===== src/rtl/ram_bist.sv =====
// ram_bist: two-pass march-style self test for a simple dual-port block RAM.
// Pass 0 writes A(a) = 3a+1 to every address and reads it back.
// Pass 1 does the same with B(a) = ~A(a).
// Read data is checked READ_LATENCY cycles after each read is issued.
module ram_bist #(
   parameter int DATA_WIDTH   = 8,
   parameter int ADDR_WIDTH   = 4,
   parameter int READ_LATENCY = 2
) (
   input  logic                  clock,
   input  logic                  reset,
   input  logic                  start,
   output logic                  busy,
   output logic                  done,
   output logic                  pass,
   output logic [ADDR_WIDTH+1:0] error_count,
   output logic [ADDR_WIDTH-1:0] fail_addr,
   output logic [DATA_WIDTH-1:0] fail_data,
   output logic                  wenable,
   output logic [ADDR_WIDTH-1:0] waddr,
   output logic [DATA_WIDTH-1:0] wdata,
   output logic                  renable,
   output logic [ADDR_WIDTH-1:0] raddr,
   input  logic [DATA_WIDTH-1:0] rdata
);

   // Drain counter only has to hold 0..READ_LATENCY-1.
   localparam int LW = (READ_LATENCY < 2) ? 1 : $clog2(READ_LATENCY);
   localparam int PW = DATA_WIDTH + ADDR_WIDTH + 2;
   localparam logic [ADDR_WIDTH-1:0] LAST_ADDR  = '1;
   localparam logic [LW-1:0]         LAST_DRAIN = LW'(READ_LATENCY - 1);

   typedef enum logic [2:0] {
      S_IDLE, S_WRITE0, S_READ0, S_DRAIN0, S_WRITE1, S_READ1, S_DRAIN1, S_DONE
   } state_t;

   state_t                state, state_n;
   logic [ADDR_WIDTH-1:0] cnt, cnt_n;
   logic [LW-1:0]         dcnt, dcnt_n;
   logic                  start_ok;

   // Read-compare shift line; stage READ_LATENCY lines up with rdata.
   logic [READ_LATENCY:1]                 vld_pipe;
   logic [READ_LATENCY:1][DATA_WIDTH-1:0] exp_pipe;
   logic [READ_LATENCY:1][ADDR_WIDTH-1:0] adr_pipe;
   logic [DATA_WIDTH-1:0]                 rd_exp;
   logic                                  mism;

   // A(a), zero-extended so 3a+1 never loses carries before truncation;
   // inv selects B(a) = ~A(a).
   function automatic logic [DATA_WIDTH-1:0] pat(input logic [ADDR_WIDTH-1:0] a,
                                                 input logic inv);
      logic [PW-1:0] e;
      logic [PW-1:0] t;
      e = PW'(a);
      t = e + e + e + PW'(1);
      pat = inv ? ~t[DATA_WIDTH-1:0] : t[DATA_WIDTH-1:0];
   endfunction

   assign start_ok = start && (state == S_IDLE || state == S_DONE);
   // renable is high only in READ0/READ1, so the state tells which pattern to expect.
   assign rd_exp   = pat(raddr, state == S_READ1);
   assign mism     = vld_pipe[READ_LATENCY] && (rdata != exp_pipe[READ_LATENCY]);

   // Next-state logic: the address counter rolls over to 0 exactly as a phase ends.
   always_comb begin
      state_n = state;
      cnt_n   = cnt;
      dcnt_n  = dcnt;
      case (state)
         S_IDLE, S_DONE: begin
            if (start) begin
               state_n = S_WRITE0;
               cnt_n   = '0;
            end
         end
         S_WRITE0, S_READ0, S_WRITE1, S_READ1: begin
            cnt_n = cnt + 1'b1;
            if (cnt == LAST_ADDR) begin
               dcnt_n = '0;
               case (state)
                  S_WRITE0: state_n = S_READ0;
                  S_READ0:  state_n = S_DRAIN0;
                  S_WRITE1: state_n = S_READ1;
                  default:  state_n = S_DRAIN1;
               endcase
            end
         end
         S_DRAIN0, S_DRAIN1: begin
            dcnt_n = dcnt + 1'b1;
            if (dcnt == LAST_DRAIN) begin
               state_n = (state == S_DRAIN0) ? S_WRITE1 : S_DONE;
            end
         end
         default: state_n = S_IDLE;
      endcase
   end

   // State register and RAM-port outputs, registered from the next state.
   always_ff @(posedge clock) begin
      if (reset) begin
         state   <= S_IDLE;
         cnt     <= '0;
         dcnt    <= '0;
         busy    <= 1'b0;
         done    <= 1'b0;
         wenable <= 1'b0;
         waddr   <= '0;
         wdata   <= '0;
         renable <= 1'b0;
         raddr   <= '0;
      end else begin
         state   <= state_n;
         cnt     <= cnt_n;
         dcnt    <= dcnt_n;
         busy    <= !(state_n inside {S_IDLE, S_DONE});
         done    <= (state_n == S_DONE);
         wenable <= (state_n inside {S_WRITE0, S_WRITE1});
         renable <= (state_n inside {S_READ0, S_READ1});
         if (state_n inside {S_WRITE0, S_WRITE1}) begin
            waddr <= cnt_n;
            wdata <= pat(cnt_n, state_n == S_WRITE1);
         end
         if (state_n inside {S_READ0, S_READ1}) begin
            raddr <= cnt_n;
         end
      end
   end

   // Shift line of issued reads plus compare and result capture at its tail.
   always_ff @(posedge clock) begin
      if (reset) begin
         vld_pipe    <= '0;
         exp_pipe    <= '0;
         adr_pipe    <= '0;
         error_count <= '0;
         fail_addr   <= '0;
         fail_data   <= '0;
         pass        <= 1'b0;
      end else begin
         vld_pipe[1] <= renable;
         exp_pipe[1] <= rd_exp;
         adr_pipe[1] <= raddr;
         for (int i = 2; i <= READ_LATENCY; i++) begin
            vld_pipe[i] <= vld_pipe[i-1];
            exp_pipe[i] <= exp_pipe[i-1];
            adr_pipe[i] <= adr_pipe[i-1];
         end
         if (start_ok) begin
            error_count <= '0;
            fail_addr   <= '0;
            fail_data   <= '0;
            pass        <= 1'b0;
         end else begin
            if (mism) begin
               error_count <= error_count + 1'b1;
               if (error_count == '0) begin
                  fail_addr <= adr_pipe[READ_LATENCY];
                  fail_data <= rdata;
               end
            end
            // Final compare lands on this same edge, so fold it in.
            if (state == S_DRAIN1 && state_n == S_DONE) begin
               pass <= (error_count == '0) && !mism;
            end
         end
      end
   end

endmodule


===== config.mk =====
export PLATFORM = sky130hd
export DESIGN_NAME = ram_bist
export DESIGN_NICKNAME = d
export VERILOG_FILES = /design/src/rtl/ram_bist.sv
export SDC_FILE = /design/constraint.sdc
export NUM_CORES = 1
export LEC_CHECK = 0
export CORE_ASPECT_RATIO = 2
export CORE_MARGIN = 1.5
export CORE_UTILIZATION = 55
export DETAILED_ROUTE_END_ITERATION = 8
export DONT_BUFFER_PORTS = 1
export PLACE_DENSITY = 0.78
export SYNTH_ARGS = -nofsm -noshare
export SYNTH_HDL_FRONTEND = slang
export SYNTH_SLANG_ARGS = --single-unit

===== constraint.sdc =====
create_clock -name clock -period 4.78 [get_ports clock]
set_clock_uncertainty 0.05 [all_clocks]
set_input_delay 0.478 -clock clock [delete_from_list [all_inputs] [get_ports clock]]
set_output_delay 0.478 -clock clock [all_outputs]
set_load 0.01 [all_outputs]

==> results of run 1 <==
==> kinds of logic after synthesis <==
logic type | after synthesis | share of synthesized area
simple gates | 130 | 0.195
fa+ha+maj | 15 | 0.0598
xor+xnor | 26 | 0.0703
flops | 72 | 0.430
buf+inv | 31 | 0.0579
compound gates | 49 | 0.115
mux | 23 | 0.0706
==> worst max path at each step <==
stage          endpoint  depth (start not counted)     start  slack (ns)
2_1_floorplan  wdata[5]                         10     start        1.83
3_3_place_gp   wdata[5]                         11  state[0]        1.37
3_5_place_dp   wdata[5]                         11  state[0]        1.18
4_1_cts        wdata[5]                         11  state[0]        1.17
5_1_grt        wdata[5]                         11  state[0]        0.86
6_report       wdata[5]                         11  state[0]        1.15
==> sequential cells by signal, indices dropped and copies added (netlist names), 2 cells and up <==
name         flops
raddr            4
exp_pipe        16
waddr            4
cnt              4
state            3
adr_pipe         8
vld_pipe         2
error_count      6
fail_data        8
fail_addr        4
wdata            7
==> cell usage in the layout, fill, tap and decap left out, types with 2 or more instances in the layout <==
master	count
dfxtp_1	72
nor2_1	59
nor2b_1	23
mux2i_1	21
a21oi_1	16
xor2_1	16
inv_1	12
ha_1	12
nand2_1	9
xnor2_1	9
clkbuf_16	9
nand3_1	7
nor3_1	7
o21ai_0	5
and3_1	4
nor3b_1	4
a211oi_1	4
a221oi_1	3
nand4_1	3
a211oi_2	3
nor4_1	3
a31oi_1	2
o32ai_1	2
a21boi_2	2
a21oi_2	2
nand3_2	2
fa_1	2
inv_6	2
bufinv_16	2
buf_4	2
==> per-layer routing <==
layer	part of all wire	wire (um)	GRT usage
met1	0.35	2150	0.172
met2	0.58	3530	0.386
met3	0.050	303	0.0651
met4	0.022	136	0.107
met5	0	0	0
==> through the flow <==
| step | power, uW | utilization | cell area (um2) | cells |
|---|---|---|---|---|
| after detailed placement | 704 | 0.553 | 3290 | 392 |
| after global routing | 1480 | 0.608 | 3620 | 408 |
| after CTS | 1440 | 0.608 | 3620 | 408 |
| after floorplan | 701 | - | 3350 | 346 |
| final | 1420 | 0.608 | 3620 | 408 |
| after global placement | 701 | 0.553 | 3290 | 392 |
==> Yosys cell counts, drive strengths merged (2+ instances only) <==
cell	instances
o21ai	5
and3	4
and2	2
mux2	2
clkbuf	8
buf	10
inv	12
nor3b	4
nor2b	23
nand3	9
a221oi	3
a31oi	3
a21boi	3
mux2i	21
xnor2	10
a21oi	18
fa	2
a211oi	7
xor2	16
nand2	9
nor4	3
dfxtp	72
nor3	7
nand4	3
nor2	60
ha	12
o32ai	2
==> final cells by class <==
| type | count | share of cell area |
|---|---|---|
| clock buffers | 9 | 0.0622 |
| clock inverters | 7 | 0.0283 |
| inverters | 12 | 0.0124 |
| multi-input cells | 243 | 0.473 |
| flip-flops and latches | 72 | 0.398 |
| well taps | 63 | 0.0218 |
| repair buffers | 2 | 0.00415 |
==> power groups by stage <==
stage	logic [uW]	registers, uW	clock network, uW
3_3_place_gp	67.0	634	0
4_1_cts	69.9	622	746
2_1_floorplan	71.4	629	0
3_5_place_dp	69.3	635	0
6_report	69.2	621	729
5_1_grt	76.1	622	777
==> critical path, cell delays in order, from the launching register on <==
cell and delay, ns:
dfxtp_1 0.83, o21ai_0 0.29, and3_1 0.28, xnor2_1 0.12
nor2_1 0.36, ha_1 0.32, o21ai_0 0.37, nor2_1 0.09
nor2_1 0.17, o31ai_4 0.11, mux2_1 0.33, a211oi_2 0.21
==> metrics.md, run 1 <==
| Metric | Value |
|---|---|
| Global Route Usage Sum | 0.201 |
| Post-synthesis sequential area ratio | 0.430 |
| Hold endpoint | vld_pipe[2] |
| CP Data Arrival Time | 3.84 ns |
| Setup violations, final | 0 |
| Clk pwr share | 0.514 |
| PD cells | 392 nW/um2 |
| Post-CTS Setup Repair Bufs | 0 |
| RSZ-0062 raised after global routing | false |
| Width of the chip | 58.2 um |
| First-pass GRT wire length | 9970 um |
| Fmax | 0.275 GHz |
| Worst-margin pin slew | 0.792 ns |
| Via count | 2339 |
| Ranking of synthesized cells by area | dfxtp_1, nor2_1, mux2i_1 |
| Vias/cell | 5.73 |
| Switching Share | 0.222 |
| Synth top area share | 0.430 |
| Post-Syn Area | 3350 um2 |
| Final Wtd Congestion | 0.828 |
| Fin crit period | 3.63 ns |
| Num ports | 50 |
| Syn nets | 371 |
| Depth of the CTS H-tree | 3 |
| Crit start category | register |
| Fin crit share | 0.760 |
| Post-CTS Resized | 0 |
| Number of distinct library cells after synthesis | 55 |
| R2R depth | 11 |
| Hpwl dp | 4280 um |
| Part of the power in combinational logic | 0.049 |
| Post-synth top area cell | dfxtp_1 |
| DP Worst Slack | 1.18 ns |
| NetSw | 316 uW |
| Static leakage | 0.00152 uW |
| Worst Hold Launch | reset |
| DR WL/cell | 15.0 um |
| Initial antenna violation count | 0 |
| Mean area per synthesized cell | 9.68 um2 |
| Hold Crit Class | input pin to register |
| Internal power | 1100 uW |
| Vert. Die Dim | 113 um |
| Critical Path Fanout Max | 23 |
| Final hold violations | 0 |
| Max-cap viol count | 0 |
| Multi-input combinational cell area | 1710 um2 |
| Count of final max-slew check failures | 0 |
| # rows | 40 |
| Reg2Reg Capture Point | wdata[5] |
| Ys async rst share | 0 |
| Setup crit end kind | register |
| # DRC | 6 |
| Failing checks | design-rule violations |
| Cts hold-fix bufs | 0 |
| Min Hold Slack | 0.167 ns |
| Fill count | 519 |
| Antenna cells | 0 |
| Synth Register Bits | 72 |
| Setup TNS | 0 ns |
| Die area | 6590 um2 |
| Routed Antenna Nets | 0 |
| R2r setup slk | 1.15 ns |
| Largest net degree at the start of global routing | 59 |
| Worst slew margin | 0.472 |
| Count of input and output buffers | 0 |
| CTS Buf Count | 9 |
| Drt pass-1 iters | 7 |
| Nets | 365 |
| VDD IR-drop max | 263 uV |
| Worst path required time | 4.99 ns |
| Critical path class | register to register |
| Hold path cells | 1 |
| CTS clk-pin slew, worst paths | 0.06 ns |
| Total grt overflow | 0 |
| Status | finished with violations |
| CORE AREA | 5960 um2 |
| DRT iter0 DRCs | 107 |
| Clk_lat worst skew | 0.33 ns |
| Synth Instances | 346 |
| Primary FF master, synth | dfxtp_1 |
| Setup WS post-layout | 1.15 ns |
| Reg2reg start | state[0] |
| Clock Tree Buf Depth | 2 |
| Initial core utilization | 0.562 |
| Final WL | 6120 um |
| CTS tree | built |
| Fraction of layout cells with a size suffix above 1 | 0.107 |
| Post-synth EDFFs | 0 |
| Root Buffer | clkbuf_16 |
| Count of warnings emitted by yosys | 0 |
| Sink Count | 72 |
| Vias in the first global route | 2374 |
| FF/Latch Area | 1440 um2 |
| Reg power frac | 0.438 |
| Synth-to-Final Area Change | 8.15% |
No activity file was read; power rests on OpenSTA's default activity.
==> inputs of run 2 (changes only) <==
Clock period 4.78 ns to 3.6 ns, I/O delays scaled along.
==> run 2 against run 1 <==
  * The flow still finishes with violations (design-rule violations)
  * Worst hold slack worse by 0.12 ns
  * Core utilization up 0.88 points
  * Global-route usage down 0.52 points
  * Highest routed layer unchanged
  * Flip-flop and latch count unchanged
  * Combinational power up 41%
  * Worst setup slack worse by 0.84 ns
  * First-iteration DRC count down 12%
  * Sequential share of layout area down 0.57 points
  * Largest power group unchanged
  * Fmax up 10%
  * Critical path depth unchanged
==> metrics.md, run 2 (same netlist as run 1, synthesis figures left out) <==
| Metric | Value |
|---|---|
| Routed Antenna Nets | 0 |
| Vert. Die Dim | 113 um |
| Clk_lat worst skew | 0.32 ns |
| Worst-margin pin slew | 0.484 ns |
| Vias in the first global route | 2247 |
| DRT iter0 DRCs | 94 |
| Cts hold-fix bufs | 0 |
| Failing checks | design-rule violations |
| Post-CTS Resized | 0 |
| Worst slew margin | 0.676 |
| Delay-heaviest family, CP | simple AND/OR/NAND/NOR gates |
| Setup crit end kind | register |
| Initial core utilization | 0.562 |
| Num ports | 50 |
| Part of the power in combinational logic | 0.050 |
| Placed Cells | 396 |
| CORE AREA | 5960 um2 |
| Total grt overflow | 0 |
| Status | finished with violations |
| Most frequent cells in the layout | dfxtp_1, nor2_1, nor2b_1, mux2i_1 |
| Hold Crit Class | input pin to register |
| CTS tree | built |
| Largest net degree at the start of global routing | 59 |
| Hold path cells | 1 |
| Critical path class | register to register |
| Final hold violations | 0 |
| Final core utilization | 0.617 |
| Count of input and output buffers | 0 |
| RSZ-0062 raised after global routing | false |
| Final Non-Filler Cells | 412 |
| Nets | 369 |
| Root Buffer | clkbuf_16 |
| Worst path required time | 3.80 ns |
| Gr busiest metal | met2 |
| Reg power frac | 0.423 |
| Met3 usage in global routing | 0.0571 |
| Width of the chip | 58.2 um |
| Synth-to-Final Area Change | 9.72% |
| VDD IR-drop max | 387 uV |
| Die area | 6590 um2 |
| Clk pwr share | 0.527 |
| R2R depth | 11 |
| Worst path bufs/invs | 0 |
| DR WL/cell | 14.7 um |
| Most common cell after layout, fill and taps aside | dfxtp_1 |
| First-pass GRT wire length | 9940 um |
| Fmax | 0.304 GHz |
| Antenna cells | 0 |
| Initial antenna violation count | 0 |
| Setup TNS | 0 ns |
| M2 GR Usage | 0.360 |
| Static leakage | 0.00155 uW |
| Fill count | 480 |
| Most common cell on crit path | nor2_1 |
| Final WL | 6060 um |
| CTS clk-pin slew, worst paths | 0.06 ns |
| NetSw | 406 uW |
| Via count | 2311 |
| Clock Tree Buf Depth | 2 |
| CTS Buf Count | 9 |
| PD cells | 529 nW/um2 |
| # rows | 40 |
| Design Power | 1940 uW |
| Hpwl dp | 4450 um |
| Depth of the CTS H-tree | 3 |
| GR Layer Usage met1 | 0.190 |
| CP max stage cell | or3_4 |
| Global Route Usage Sum | 0.196 |
| Sink Count | 72 |
| Max-cap viol count | 0 |
| Levels on crit path | 11 |
| Setup violations, final | 0 |
| Final Wtd Congestion | 0.879 |
| Critical Path Fanout Max | 9 |
| Fin crit period | 3.29 ns |
| Crit start category | register |
| Max reg flops | 16 |
| # DRC | 6 |
| Post-CTS Setup Repair Bufs | 0 |
| Switching Share | 0.209 |
| Vias/cell | 5.61 |
| CP cell instances | or3_4 -> and3_1 -> xnor2_1 -> nor2_1 -> ha_1 -> o21ai_0 -> nor2_1 -> nor2_1 -> o31ai_4 -> mux2_1 -> a211oi_2 |
| CP Data Arrival Time | 3.49 ns |
| Fin crit share | 0.914 |
| Drt pass-1 iters | 8 |
| Count of final max-slew check failures | 0 |
| Fraction of layout cells with a size suffix above 1 | 0.117 |
| Internal power | 1540 uW |
| Top reg by flops | exp_pipe |
| Min Hold Slack | 0.0487 ns |
| Peak per-stage delay on the critical path | 0.44 ns |
| Biggest regs | exp_pipe x16, adr_pipe x8, fail_data x8 |
## run 2: cell types whose count changed in the layout (fill, tap and decap cells not counted)
cell / change
inv_6: +1
buf_4: +4
bufinv_16: +1
clkinv_2: -1
inv_8: -1
## run 2: path summary, 6_finish.rpt
path,from,slack [ns],end
min,reset,0.05,dcnt
max,state[2],0.31,wdata[5]
min reg2reg,adr_pipe[2],0.38,adr_pipe[6]
max reg2reg,state[2],0.31,wdata[5]
## run 2: area by class of cell
class,instances,area (um2),area share
Clock inverter,7,125,0.0341
Inverter,12,45.0,0.0123
Sequential cell,72,1440,0.392
Timing Repair Buffer,6,45.0,0.0123
Clock buffer,9,225,0.0613
Tap cell,63,78.8,0.0215
Multi-Input combinational cell,243,1710,0.466
## run 2: worst register-to-register path: stages, from the launching register on
cell      delay, ns
dfxtp_1        0.39
or3_4          0.44
and3_1         0.19
xnor2_1        0.12
nor2_1         0.38
ha_1           0.34
o21ai_0        0.38
nor2_1         0.09
nor2_1         0.20
o31ai_4        0.12
mux2_1         0.33
a211oi_2       0.20
## run 2: per-layer routing
metal,wire length [um],vias up
met5,0,-
li1,-,1171
met2,3400,64
met4,182,0
met1,2150,1063
met3,327,13
## run 2: stage by stage
| stage | area [um2] | setup slack, ns |
|---|---|---|
| final | 3670 | 0.309 |
| after global routing | 3670 | 0.0610 |
| after CTS | 3670 | 0.312 |
| after detailed placement | 3320 | 0.317 |
| after global placement | 3320 | 0.469 |
| after floorplan | 3350 | 0.645 |
## run 2: power by group through the flow
| stage | combinational (uW) | clock [uW] | sequential [uW] |
|---|---|---|---|
| 6_report | 97.5 | 1020 | 821 |
| 5_1_grt | 108 | 1080 | 822 |
| 4_1_cts | 98.6 | 1040 | 821 |
| 3_3_place_gp | 95.4 | 0 | 838 |
| 2_1_floorplan | 94.8 | 0 | 835 |
| 3_5_place_dp | 97.6 | 0 | 839 |
